==> config.mk <==
export PLATFORM = sky130hd
export DESIGN_NAME = burst_ram_arbiter_flat
export DESIGN_NICKNAME = d
export VERILOG_FILES = /design/src/rtl/burst_ram_arbiter_if.sv /design/src/rtl/burst_ram_arbiter.sv /design/src/flat_wrapper.sv
export SDC_FILE = /design/constraint.sdc
export NUM_CORES = 1
export LEC_CHECK = 0
export BUFFER_PORTS_ARGS = -buffer_cell sky130_fd_sc_hd__buf_2
export CAP_MARGIN = 40
export CORE_AREA = 2 2 168 170
export CTS_BUF_LIST = sky130_fd_sc_hd__clkbuf_4
export CTS_CLUSTER_SIZE = 8
export DETAILED_ROUTE_END_ITERATION = 7
export DIE_AREA = 0 0 170 172
export GPL_TIMING_DRIVEN = 0
export PLACE_DENSITY = 0.53
export SLEW_MARGIN = 20
export SYNTH_ARGS = -nofsm -noshare
export SYNTH_HDL_FRONTEND = slang
export SYNTH_SLANG_ARGS = --single-unit
==> constraint.sdc <==
create_clock -name clk -period 6.31 [get_ports clk]
set_input_delay 0.9465 -clock clk [delete_from_list [all_inputs] [get_ports clk]]
set_output_delay 0.9465 -clock clk [all_outputs]
set_load 0.03 [all_outputs]
==> src/rtl/burst_ram_arbiter_if.sv <==
// Requester-side BurstRAM port bundle: one instance per cache port.
// master = the requester (cache), slave = the arbiter port it plugs into.
interface burst_ram_arbiter_if #(
    parameter int DEPTH_BITWIDTH = 4
) ();
    logic                      cmd;
    logic                      cmd_en;
    logic [DEPTH_BITWIDTH-1:0] addr;
    logic [63:0]               wr_data;
    logic [7:0]                data_mask;
    logic [63:0]               rd_data;
    logic                      rd_data_ready;
    logic                      busy;
    logic                      cmd_ack;

    modport master (
        output cmd, cmd_en, addr, wr_data, data_mask,
        input  rd_data, rd_data_ready, busy, cmd_ack
    );

    modport slave (
        input  cmd, cmd_en, addr, wr_data, data_mask,
        output rd_data, rd_data_ready, busy, cmd_ack
    );
endinterface

==> src/rtl/burst_ram_arbiter.sv <==
// Two-port arbiter in front of a single BurstRAM. Port a (instruction cache)
// and port b (data cache) compete for the RAM; a grant is held for a whole
// burst (command + BURST_COUNT beats). Ties go round robin by default.
// Optional build macro BURST_ARB_FIXED_PRIORITY_EN: port a always wins a tie.
module burst_ram_arbiter #(
    parameter int DEPTH_BITWIDTH = 4,
    parameter int BURST_COUNT    = 4
) (
    input  logic                      clk,
    input  logic                      rst,
    burst_ram_arbiter_if.slave        a,
    burst_ram_arbiter_if.slave        b,
    output logic                      br_cmd,
    output logic                      br_cmd_en,
    output logic [DEPTH_BITWIDTH-1:0] br_addr,
    output logic [63:0]               br_wr_data,
    output logic [7:0]                br_data_mask,
    input  logic [63:0]               br_rd_data,
    input  logic                      br_rd_data_ready,
    input  logic                      br_busy
);
    localparam int CNT_W = (BURST_COUNT > 1) ? $clog2(BURST_COUNT) : 1;
    // Write: command cycle carries beat 0, WRITE state carries the rest.
    localparam logic [CNT_W-1:0] WR_LAST = CNT_W'(BURST_COUNT - 2);
    localparam logic [CNT_W-1:0] RD_LAST = CNT_W'(BURST_COUNT - 1);

    typedef enum logic [1:0] {IDLE, WRITE, READ} state_t;

    state_t                    state, state_next;
    logic                      owner, owner_next;
    logic                      last_winner, last_winner_next;
    logic [CNT_W-1:0]          cnt, cnt_next;
    logic [63:0]               a_hold, b_hold;
    logic                      grant, winner, sel;
    logic                      fwd_a, fwd_b;
    logic                      src_cmd;
    logic [DEPTH_BITWIDTH-1:0] src_addr;
    logic [63:0]               src_wr_data;
    logic [7:0]                src_data_mask;

    // Tie-break between simultaneous requests; a lone request always wins.
    always_comb begin
        winner = b.cmd_en;
        if (a.cmd_en && b.cmd_en) begin
`ifdef BURST_ARB_FIXED_PRIORITY_EN
            winner = 1'b0;
`else
            winner = ~last_winner;
`endif
        end
    end

    // A grant is only possible from IDLE with the RAM ready and out of reset.
    assign grant = !rst && (state == IDLE) && !br_busy && (a.cmd_en || b.cmd_en);

    // Source port: the winner on the command cycle, the owner afterwards.
    assign sel           = (state == IDLE) ? winner : owner;
    assign src_cmd       = sel ? b.cmd       : a.cmd;
    assign src_addr      = sel ? b.addr      : a.addr;
    assign src_wr_data   = sel ? b.wr_data   : a.wr_data;
    assign src_data_mask = sel ? b.data_mask : a.data_mask;

    // Next-state logic plus the BurstRAM-side and ack outputs.
    always_comb begin
        // NOTE: every signal gets a default first so no path infers a latch.
        state_next       = state;
        owner_next       = owner;
        last_winner_next = last_winner;
        cnt_next         = cnt;
        br_cmd           = 1'b0;
        br_cmd_en        = 1'b0;
        br_addr          = '0;
        br_wr_data       = '0;
        br_data_mask     = '0;
        a.cmd_ack        = 1'b0;
        b.cmd_ack        = 1'b0;
        fwd_a            = 1'b0;
        fwd_b            = 1'b0;
        unique case (state)
            IDLE: begin
                if (grant) begin
                    br_cmd           = src_cmd;
                    br_cmd_en        = 1'b1;
                    br_addr          = src_addr;
                    br_wr_data       = src_wr_data;
                    br_data_mask     = src_data_mask;
                    a.cmd_ack        = ~winner;
                    b.cmd_ack        = winner;
                    owner_next       = winner;
                    last_winner_next = winner;
                    cnt_next         = '0;
                    state_next       = src_cmd ? WRITE : READ;
                end
            end
            WRITE: begin
                br_cmd       = src_cmd;
                br_addr      = src_addr;
                br_wr_data   = src_wr_data;
                br_data_mask = src_data_mask;
                if (cnt == WR_LAST) begin
                    cnt_next   = '0;
                    state_next = IDLE;
                end else begin
                    cnt_next = cnt + 1'b1;
                end
            end
            READ: begin
                if (br_rd_data_ready) begin
                    fwd_a = ~owner;
                    fwd_b = owner;
                    if (cnt == RD_LAST) begin
                        cnt_next   = '0;
                        state_next = IDLE;
                    end else begin
                        cnt_next = cnt + 1'b1;
                    end
                end
            end
            default: state_next = IDLE;
        endcase
    end

    // State registers; reset abandons any burst in flight.
    always_ff @(posedge clk or posedge rst) begin
        // NOTE: non-blocking assignments so every register updates together at the edge.
        if (rst) begin
            state       <= IDLE;
            owner       <= 1'b0;
            last_winner <= 1'b1;
            cnt         <= '0;
        end else begin
            state       <= state_next;
            owner       <= owner_next;
            last_winner <= last_winner_next;
            cnt         <= cnt_next;
        end
    end

    // Each port remembers the last beat it was given while it is not reading.
    always_ff @(posedge clk or posedge rst) begin
        if (rst) begin
            a_hold <= '0;
            b_hold <= '0;
        end else begin
            if (fwd_a) a_hold <= br_rd_data;
            if (fwd_b) b_hold <= br_rd_data;
        end
    end

    // Read path: the owner sees the RAM bus live, the other port its held beat.
    assign a.rd_data       = (state == READ && !owner) ? br_rd_data : a_hold;
    assign b.rd_data       = (state == READ &&  owner) ? br_rd_data : b_hold;
    assign a.rd_data_ready = fwd_a;
    assign b.rd_data_ready = fwd_b;

    // Busy depends only on registered state, the RAM's busy and reset.
    assign a.busy = rst | (state != IDLE) | br_busy;
    assign b.busy = rst | (state != IDLE) | br_busy;
endmodule
==> src/flat_wrapper.sv <==
// flat-port wrapper written by rule: the top's interface ports become plain ports
module burst_ram_arbiter_flat 
#(
    parameter int DEPTH_BITWIDTH = 4,
    parameter int BURST_COUNT    = 4
)
  (clk, rst, br_cmd, br_cmd_en, br_addr, br_wr_data, br_data_mask, br_rd_data, br_rd_data_ready, br_busy, a_cmd, a_cmd_en, a_addr, a_wr_data, a_data_mask, a_rd_data, a_rd_data_ready, a_busy, a_cmd_ack, b_cmd, b_cmd_en, b_addr, b_wr_data, b_data_mask, b_rd_data, b_rd_data_ready, b_busy, b_cmd_ack);
  burst_ram_arbiter_if #(.DEPTH_BITWIDTH(DEPTH_BITWIDTH)) a_i ();
  burst_ram_arbiter_if #(.DEPTH_BITWIDTH(DEPTH_BITWIDTH)) b_i ();
  input  logic clk;
  input  logic rst;
  output logic br_cmd;
  output logic br_cmd_en;
  output logic [DEPTH_BITWIDTH-1:0] br_addr;
  output logic [63:0] br_wr_data;
  output logic [7:0] br_data_mask;
  input  logic [63:0] br_rd_data;
  input  logic br_rd_data_ready;
  input  logic br_busy;
  input wire logic [$bits(a_i.cmd)-1:0] a_cmd;
  input wire logic [$bits(a_i.cmd_en)-1:0] a_cmd_en;
  input wire logic [$bits(a_i.addr)-1:0] a_addr;
  input wire logic [$bits(a_i.wr_data)-1:0] a_wr_data;
  input wire logic [$bits(a_i.data_mask)-1:0] a_data_mask;
  output wire logic [$bits(a_i.rd_data)-1:0] a_rd_data;
  output wire logic [$bits(a_i.rd_data_ready)-1:0] a_rd_data_ready;
  output wire logic [$bits(a_i.busy)-1:0] a_busy;
  output wire logic [$bits(a_i.cmd_ack)-1:0] a_cmd_ack;
  input wire logic [$bits(b_i.cmd)-1:0] b_cmd;
  input wire logic [$bits(b_i.cmd_en)-1:0] b_cmd_en;
  input wire logic [$bits(b_i.addr)-1:0] b_addr;
  input wire logic [$bits(b_i.wr_data)-1:0] b_wr_data;
  input wire logic [$bits(b_i.data_mask)-1:0] b_data_mask;
  output wire logic [$bits(b_i.rd_data)-1:0] b_rd_data;
  output wire logic [$bits(b_i.rd_data_ready)-1:0] b_rd_data_ready;
  output wire logic [$bits(b_i.busy)-1:0] b_busy;
  output wire logic [$bits(b_i.cmd_ack)-1:0] b_cmd_ack;
  assign a_i.cmd = a_cmd;
  assign a_i.cmd_en = a_cmd_en;
  assign a_i.addr = a_addr;
  assign a_i.wr_data = a_wr_data;
  assign a_i.data_mask = a_data_mask;
  assign a_rd_data = a_i.rd_data;
  assign a_rd_data_ready = a_i.rd_data_ready;
  assign a_busy = a_i.busy;
  assign a_cmd_ack = a_i.cmd_ack;
  assign b_i.cmd = b_cmd;
  assign b_i.cmd_en = b_cmd_en;
  assign b_i.addr = b_addr;
  assign b_i.wr_data = b_wr_data;
  assign b_i.data_mask = b_data_mask;
  assign b_rd_data = b_i.rd_data;
  assign b_rd_data_ready = b_i.rd_data_ready;
  assign b_busy = b_i.busy;
  assign b_cmd_ack = b_i.cmd_ack;
  burst_ram_arbiter #(.DEPTH_BITWIDTH(DEPTH_BITWIDTH), .BURST_COUNT(BURST_COUNT)) u_core (.clk(clk), .rst(rst), .a(a_i), .b(b_i), .br_cmd(br_cmd), .br_cmd_en(br_cmd_en), .br_addr(br_addr), .br_wr_data(br_wr_data), .br_data_mask(br_data_mask), .br_rd_data(br_rd_data), .br_rd_data_ready(br_rd_data_ready), .br_busy(br_busy));
endmodule
======== Word-level counts from Yosys, hierarchy flattened ========
Cells that the tools add are included.
storage, ports and cells
  flip-flop bits (word level) ............. 134
  input port bits ......................... 224
  logic and storage cells ................. 73
cells by class
  $add $sub $neg .......................... 1
  eq/ne operators ......................... 8
  muxes and demuxes ....................... 37
  bitwise gates (word level) .............. 5
  reduce and logical (&&, ||, !) cells .... 16
operators with widths
  cell                                           number
  two-way mux 64 bit                             4
  case mux 64 bit (2 select lines)               1
  two-way mux 2 bit                              9
  two-way mux 8 bit                              2
  case mux 8 bit (2 select lines)                1
  two-way mux 1 bit                              14
  case mux 2 bit (3 select lines)                2
  two-way mux 4 bit                              2
  case mux 4 bit (2 select lines)                1
  == test 2 bit, second input constant           3
  logical AND 1 bit                              6
  != test 2 x 1 -> 1 bit, second input constant  3
  AND reduction 4 bit                            1
  logical NOT 1 bit                              3
  inverter 1 bit                                 3
  AND reduction 3 bit                            1
  nonzero test 3 bit                             1
  adder 2 x 1 -> 2 bit, second input constant    1
  == test 2 x 1 -> 1 bit, second input constant  1
  logical NOT 2 bit                              1
  != test 2 bit, second input constant           1
  OR 1 bit                                       2
  case mux 1 bit (2 select lines)                1
  AND reduction 2 bit                            1
  2 further kinds                                2

======== Logic depth before layout (Yosys ltp) ========
Gate-level depths: netlist (run 1).
  depth in word-level cells ............... 7
  mapped depth ............................ 10
  mapped depth without buffers ............ 7

======== Worst setup path after synthesis (run 1) ========
OpenSTA, ideal clock, no wires.
  path kind ............................... input to output
  start point ............................. in rst
  end point ............................... out br_wr_data[44]
  arrival ................................. 2.585 ns
  slack ................................... 2.779 ns
  cell stages on the path ................. 6
  path buffers ............................ 1
  path through ............................ or3b_4 or2_4 inv_2 nor2_2 clkbuf_1 a21oi_1
between the ends
  cells in the longest elaborated chain, start to end .. 6
ends and longest elaborated chain
  what                              line                     source
  start, declared                   flat_wrapper.sv:11       input logic rst;
  logical NOT 1 bit                 burst_ram_arbiter.sv:54  assign grant = !rst && (state == IDLE) && !br_busy && (a.cmd_en || b.cmd_en);
  logical AND 1 bit (3 in a row)    burst_ram_arbiter.sv:54
  two-way mux 64 bit                burst_ram_arbiter.sv:81  if (grant) begin
  case mux 64 bit (2 select lines)  burst_ram_arbiter.sv:79  unique case (state)
  end, declared                     flat_wrapper.sv:15       output logic [63:0] br_wr_data;
No other way between the ends.

======== Worst setup path in the final report (run 1) ========
  start point ............................. reg u_core.state[0]
  end point ............................... out br_data_mask[6]
between the ends
  cells in the longest elaborated chain, start to end .. 6
  elaborated cells on any way between the ends .. 9
  those cells by class .................... eq/ne (1); mux (4); reduce/logical (4)
ends and longest elaborated chain
  what                               line                                                                       source
  start, declared                    burst_ram_arbiter.sv:29                                                    state_t state, state_next;
  start signal, assigned             burst_ram_arbiter.sv:132                                                   state <= state_next;
  logical NOT 2 bit                  burst_ram_arbiter.sv:54, burst_ram_arbiter.sv:57, burst_ram_arbiter.sv:79
  logical AND 1 bit (3 in a row)     burst_ram_arbiter.sv:54
  two-way mux 8 bit                  burst_ram_arbiter.sv:81
  case mux 8 bit (2 select lines) *  burst_ram_arbiter.sv:79
  end, declared                      flat_wrapper.sv:16                                                         output logic [7:0] br_data_mask;
Every way passes the cells marked *; elsewhere a longest branch is shown, timed or not.

==> results.cfg, run 1 <==
[status]
run_status = complete, no violations

[synth]
postSynthRegisterBits = 134
yosys_warnings = 0
synth_area_leader_cell = dfrtp_1
cells_taking_the_most_area_after_synthesis = dfrtp_1 (42%), mux2_2 (36%), nand2_1 (7.5%)
synth_edf_count = 0
netlist.area_leader.share_pct = 41.9
syn-mean-instance-area_um2 = 10.9
syn-num-nets = 958
syn_inst = 726
synth.lib_cells_used.distinct = 30
mappedNetlistArea_mm2 = 0.00794
synth-async-reset-ratio_pct = 100
synth_ff_type = dfrtp_1
synth_seq_area_share_pct = 42.2

[pwr]
finalPower_mw = 6.27
max-vdd-ir-drop_v = 0.000279
leakage_nw = 5.58
p_per_area_mw_per_mm2 = 574

[timing]
slew_headroom_pct = 50.8
timing.final.ws_setup_ps = 2240
final_max_slew_viol_count = 0
period_needed_ps = 4070
clock_skew_ps = 24.1
fin_hold_ws_ps = 417
rsz0062_at_grt = false
finalSetupViolCount = 0
worst_pin_slew_ps = 738
layout_worst_path_cycle_share_pct = 64.5
timing.fmax_mhz = 246
fin_tns_setup_ps = 0
hold_violations = 0

[finish]
nets = 1413
regArea_mm2 = 0.00335
commonest_cells_after_routing_fill_and_taps_aside = buf_2 (455), mux2_2 (257), nand2_1 (158), dfrtp_1 (133), a21oi_1 (50)
final_layout_size_suffix_gt1_share_pct = 65.9
fillerInstances = 2896
final_common_cell = buf_2
multi_input_area_mm2 = 0.00428
syn_to_final_growth_pct = 37.5
utilization_pct = 39.7

[drt]
routed_wirelength_normalized_by_instance_count_um = 19.8
ant_nets = 0
count_of_routing_violations_after_the_opening_detailed_route_iteration = 262
num_vias = 7218
vias_per_cell = 4.66
post-route-drc-count = 0
drt_pre_antenna_iters = 4
wl_mm = 30.6

[floorplan]
fp.dieArea_mm2 = 0.0292
die-width_um = 170
floorplan.io_pins = 436
placementRows = 61
area_of_the_core_mm2 = 0.0275
floorplan.die.height_um = 172
floorplan.initialDensity_pct = 28.9

[clock_tree]
tritoncts_num_sinks = 134
cts-buffers-inserted = 17
cts_max_path_buffers = 2
post_cts_resize_count = 0
ctsRootBufferMaster = clkbuf_4
post-cts-setup-buffer-count = 0
clk_latency_ps = 540
clk_pin_slew_worst_paths_ps = 140
h-tree-depth = 4
cts_hold_buf = 0
cts_tree = yes

[global_routing]
grt_use_total_pct = 20.2
grt_pass1_vias = 7304
grt_max_degree = 77
antenna_found_initial = 9
global_route_wire_length_before_repair_mm = 43.9
gr_ovfl_total = 0

[placed_design]
place_congestion = 0.873
post-place-ws_ps = 2410
dpl.hpwl_mm = 24.8
port_buffers = 435

[critical_path]
worstReg2RegStart = u_core.state[0]$_DFFE_PP0P_
timing.critical_path.slowest_stage_cell = or3b_4
cp_max_fanout = 10
crit_path_end_kind = primary output
critical_path.cell_chain = inv_1 > ha_1 > buf_4 > or3b_4 > or2_4 > inv_2 > nor2_2 > clkbuf_1 > a21oi_1 > buf_2
slowest_delay_ps = 440
startpoint_type_of_the_worst_setup_path = flip-flop
cp_data_arrival_time_ps = 3130
required_ps = 5360
worstSetupStartpoint = u_core.state[0]$_DFFE_PP0P_
crit_type = reg -> out

[flow_run]
drv.max_cap_violation_count = 0

[min_path]
min_path_type = in -> async
==> report_power, final <==
group | switching (mW) | total, mW | internal (mW) | leakage (nW)
Sequential | 0.194 | 1.47 | 1.28 | 1.63
Combinational | 2.67 | 4.16 | 1.49 | 3.79
Clock | 0.381 | 0.635 | 0.254 | 0.168
==> final timing paths <==
| path | to | slack (ps) | cells after the start |
|---|---|---|---|
| worst min-delay path | u_core.state[0]$_DFFE_PP0P_ | 420 | 2 |
| worst max register to register | u_core.b_hold[55]$_DFFE_PP0P_ | 3900 | 7 |
| max in group asynchronous | u_core.a_hold[55]$_DFFE_PP0P_ | 5120 | 3 |
| worst max-delay path | br_data_mask[6] | 2240 | 10 |
| worst min register to register | u_core.a_hold[57]$_DFFE_PP0P_ | 510 | 1 |
| min in group clk | u_core.a_hold[57]$_DFFE_PP0P_ | 510 | 1 |
==> cell usage after synthesis, types with 2 or more instances <==
cell and count:
mux2_2 257, nand2_1 158, dfrtp_1 133, a21oi_1 50, a21oi_2 30, clkbuf_1 27
buf_2 20, inv_1 10, ha_1 8, buf_6 4, mux2i_1 4, nor2_1 3
a21o_1 2, buf_4 2, nand3_1 2, nor2b_1 2
==> flip-flops by register name (all words and copies together), names as in the netlist <==
signal / count
u_core.b_hold: 64
u_core.a_hold: 64
u_core.cnt: 2
u_core.owner: 1
u_core.last_winner: 1
u_core.state: 2
==> metal layers <==
layer	track usage, %	vias up	part of all wire (%)
li1	-	3430	-
met1	22.5	3453	39
met2	35.6	291	49
met3	6.50	44	8.5
met4	8.62	0	3.3
met5	0	-	0
==> final cells by class <==
type,instances,share of cell area [%]
multi-input combinational,527,39.2
sequential,134,30.7
timing repair buffer,436,20.2
tap,346,3.97
buffer,54,2.43
clock inverter,15,1.66
clock buffer,17,1.17
inverter,11,0.447
antenna,8,0.183
==> through the flow <==
step	instances	cell area, um2
5_1_grt	1547	10900
3_3_place_gp	1507	10600
2_1_floorplan	726	7940
4_1_cts	1540	10900
3_5_place_dp	1508	10600
6_report	1548	10900
==> cell families (layout without fill, tap and decap cells) <==
family                     Yosys count  in the layout  share of synthesized area, %
DFF                                134            134                          42.2
and+or+nand+nor                    168            168                          8.23
adders and majority gates            8              8                          1.26
AOI/OAI and AO/OA                   90             90                          7.45
other                                0              8                             0
muxes                              261            261                          37.0
buffers and inverters               65            533                          3.86
==> critical path, delay by kind of cell (launching register included) <==
kind | cells | cell delay (ps)
compound gates | 1 | 370
fa+ha+maj | 1 | 150
buf+inv | 5 | 860
flops | 1 | 430
simple gates | 3 | 770
Power figures use the tool's default switching activity.
==> run 2: changes to the inputs <==
Clock period 6.31 ns to 4.2 ns, I/O delays scaled along.
==> run 2 against run 1 <==
Via count grew 0.54%. Sequential share of layout area shrank 0.14 points. Wire length is essentially flat. Register-to-register slack lost 2100 ps. Flip-flop and latch count is the same. First-iteration DRC count shrank 30%. Count of clock-buffer cells in the layout is the same. Largest cell class unchanged. Highest routed layer is now met5.
==> results.cfg, run 2 (synthesis gave the netlist of run 1 again) <==
[drt]
ant_nets = 0
wl_mm = 30.5
drt_pre_antenna_iters = 5
count_of_routing_violations_after_the_opening_detailed_route_iteration = 183
vias_per_cell = 4.68
post-route-drc-count = 0
routed_wirelength_normalized_by_instance_count_um = 19.7
num_vias = 7257

[timing]
hold_violations = 0
timing.fmax_mhz = 264
layout_worst_path_cycle_share_pct = 90.4
final_max_slew_viol_count = 0
slew_headroom_pct = 51.3
worst_pin_slew_ps = 730
finalSetupViolCount = 0
period_needed_ps = 3790
fin_tns_setup_ps = 0
clock_skew_ps = 22.3
rsz0062_at_grt = false

[flow_run]
drv.max_cap_violation_count = 0

[placed_design]
place_congestion = 0.909
place.detailed.instances = 1512
port_buffers = 435
dpl.hpwl_mm = 24.9

[global_routing]
grt_use_total_pct = 20.2
global_route_wire_length_before_repair_mm = 43.7
gr_ovfl_total = 0
grt_max_degree = 28
grt_pass1_vias = 7151
antenna_found_initial = 9

[critical_path]
setup.reg_to_reg.worst_slack_ps = 1780
crit_type = reg -> out
crit_path_end_kind = primary output
critical_path.cell_chain = inv_1 > ha_1 > buf_4 > or3b_4 > or2_4 > inv_2 > nor2_2 > clkbuf_1 > a21oi_1 > buf_2
reg2regPathDepth = 7
worstReg2RegStart = u_core.state[0]$_DFFE_PP0P_
slowest_delay_ps = 430
timing.critical_path.slowest_stage_cell = dfrtp_1
cp_max_fanout = 10
startpoint_type_of_the_worst_setup_path = flip-flop
cp_data_arrival_time_ps = 3160
worst_r2r_end = u_core.b_hold[5]$_DFFE_PP0P_
required_ps = 3570

[finish]
syn_to_final_growth_pct = 38.1
fillerInstances = 2829
final_common_cell = buf_2
top_regs = u_core.a_hold x64, u_core.b_hold x64
nets = 1417
multi_input_area_mm2 = 0.00428
final_layout_size_suffix_gt1_share_pct = 66.0
final-instance-count-excl-fill = 1549
commonest_cells_after_routing_fill_and_taps_aside = buf_2 (455), mux2_2 (257), nand2_1 (158), dfrtp_1 (133), a21oi_1 (50)
regArea_mm2 = 0.00335

[floorplan]
placementRows = 61
floorplan.die.height_um = 172
floorplan.initialDensity_pct = 28.9
fp.dieArea_mm2 = 0.0292
floorplan.io_pins = 436
die-width_um = 170
area_of_the_core_mm2 = 0.0275

[clock_tree]
cts_max_path_buffers = 2
cts-buffers-inserted = 17
post_cts_resize_count = 0
cts_hold_buf = 0
h-tree-depth = 4
cts_tree = yes
ctsRootBufferMaster = clkbuf_4
tritoncts_num_sinks = 134
clk_pin_slew_worst_paths_ps = 140
post-cts-setup-buffer-count = 0
clk_latency_ps = 550

[pwr]
p_per_area_mw_per_mm2 = 856
max-vdd-ir-drop_v = 0.000457
leakage_nw = 5.60
finalPower_mw = 9.39

[status]
run_status = complete, no violations

[min_path]
min_path_type = in -> async
run 2: worst max-delay path: cells and delay by family, from the launching register on:
| kind | cells | cell delay [ps] |
|---|---|---|
| AOI/OAI and AO/OA | 1 | 380 |
| and+or+nand+nor | 3 | 750 |
| buffers and inverters | 5 | 910 |
| DFF | 1 | 430 |
| adders and majority gates | 1 | 150 |
run 2: per-stage QoR:
step | hold slack, ps | setup slack, ps | instance area [um2] | util [%]
floorplan | 474 | 1210 | 7940 | -
CTS | 134 | 250 | 11000 | 39.9
detailed placement | 487 | 872 | 10700 | 38.8
global placement | 481 | 694 | 10600 | 38.4
finish | 165 | 405 | 11000 | 39.9
global route | 167 | 180 | 11000 | 39.9
run 2: power by group:
part / total, mW / switching (mW) / internal [mW]
Clock: 0.891 / 0.572 / 0.319
Combinational: 6.28 / 4.03 / 2.25
Sequential: 2.22 / 0.299 / 1.92
run 2: final cells by class:
class	instances	area share, %
flip-flops and latches	134	30.6
multi-input cells	527	39.0
plain buffers	54	2.42
inverters	11	0.411
clock inverters	15	1.48
diodes	5	0.114
clock buffers	17	1.16
repair buffers	440	20.8
well taps	346	3.95
run 2: metal layers:
layer	vias up	routed length (um)	track usage [%]
met3	44	2750	6.75
met2	307	14600	34.2
met4	8	1140	9.33
met1	3457	12000	23.1
li1	3441	-	-
met5	-	57	0
run 2: how the worst max path moves through the flow:
| stage | start | end | slack, ps |
|---|---|---|---|
| global route | u_core.state[1]$_DFFE_PP0P_ | br_data_mask[7] | 180 |
| CTS | u_core.state[0]$_DFFE_PP0P_ | br_data_mask[7] | 250 |
| floorplan | u_core.state[0]$_DFFE_PP0P_ | br_wr_data[44] | 1210 |
| detailed placement | rst | br_data_mask[7] | 870 |
| global placement | rst | u_core.b_hold[27]$_DFFE_PP0P_ | 690 |
| finish | u_core.state[0]$_DFFE_PP0P_ | br_wr_data[7] | 410 |
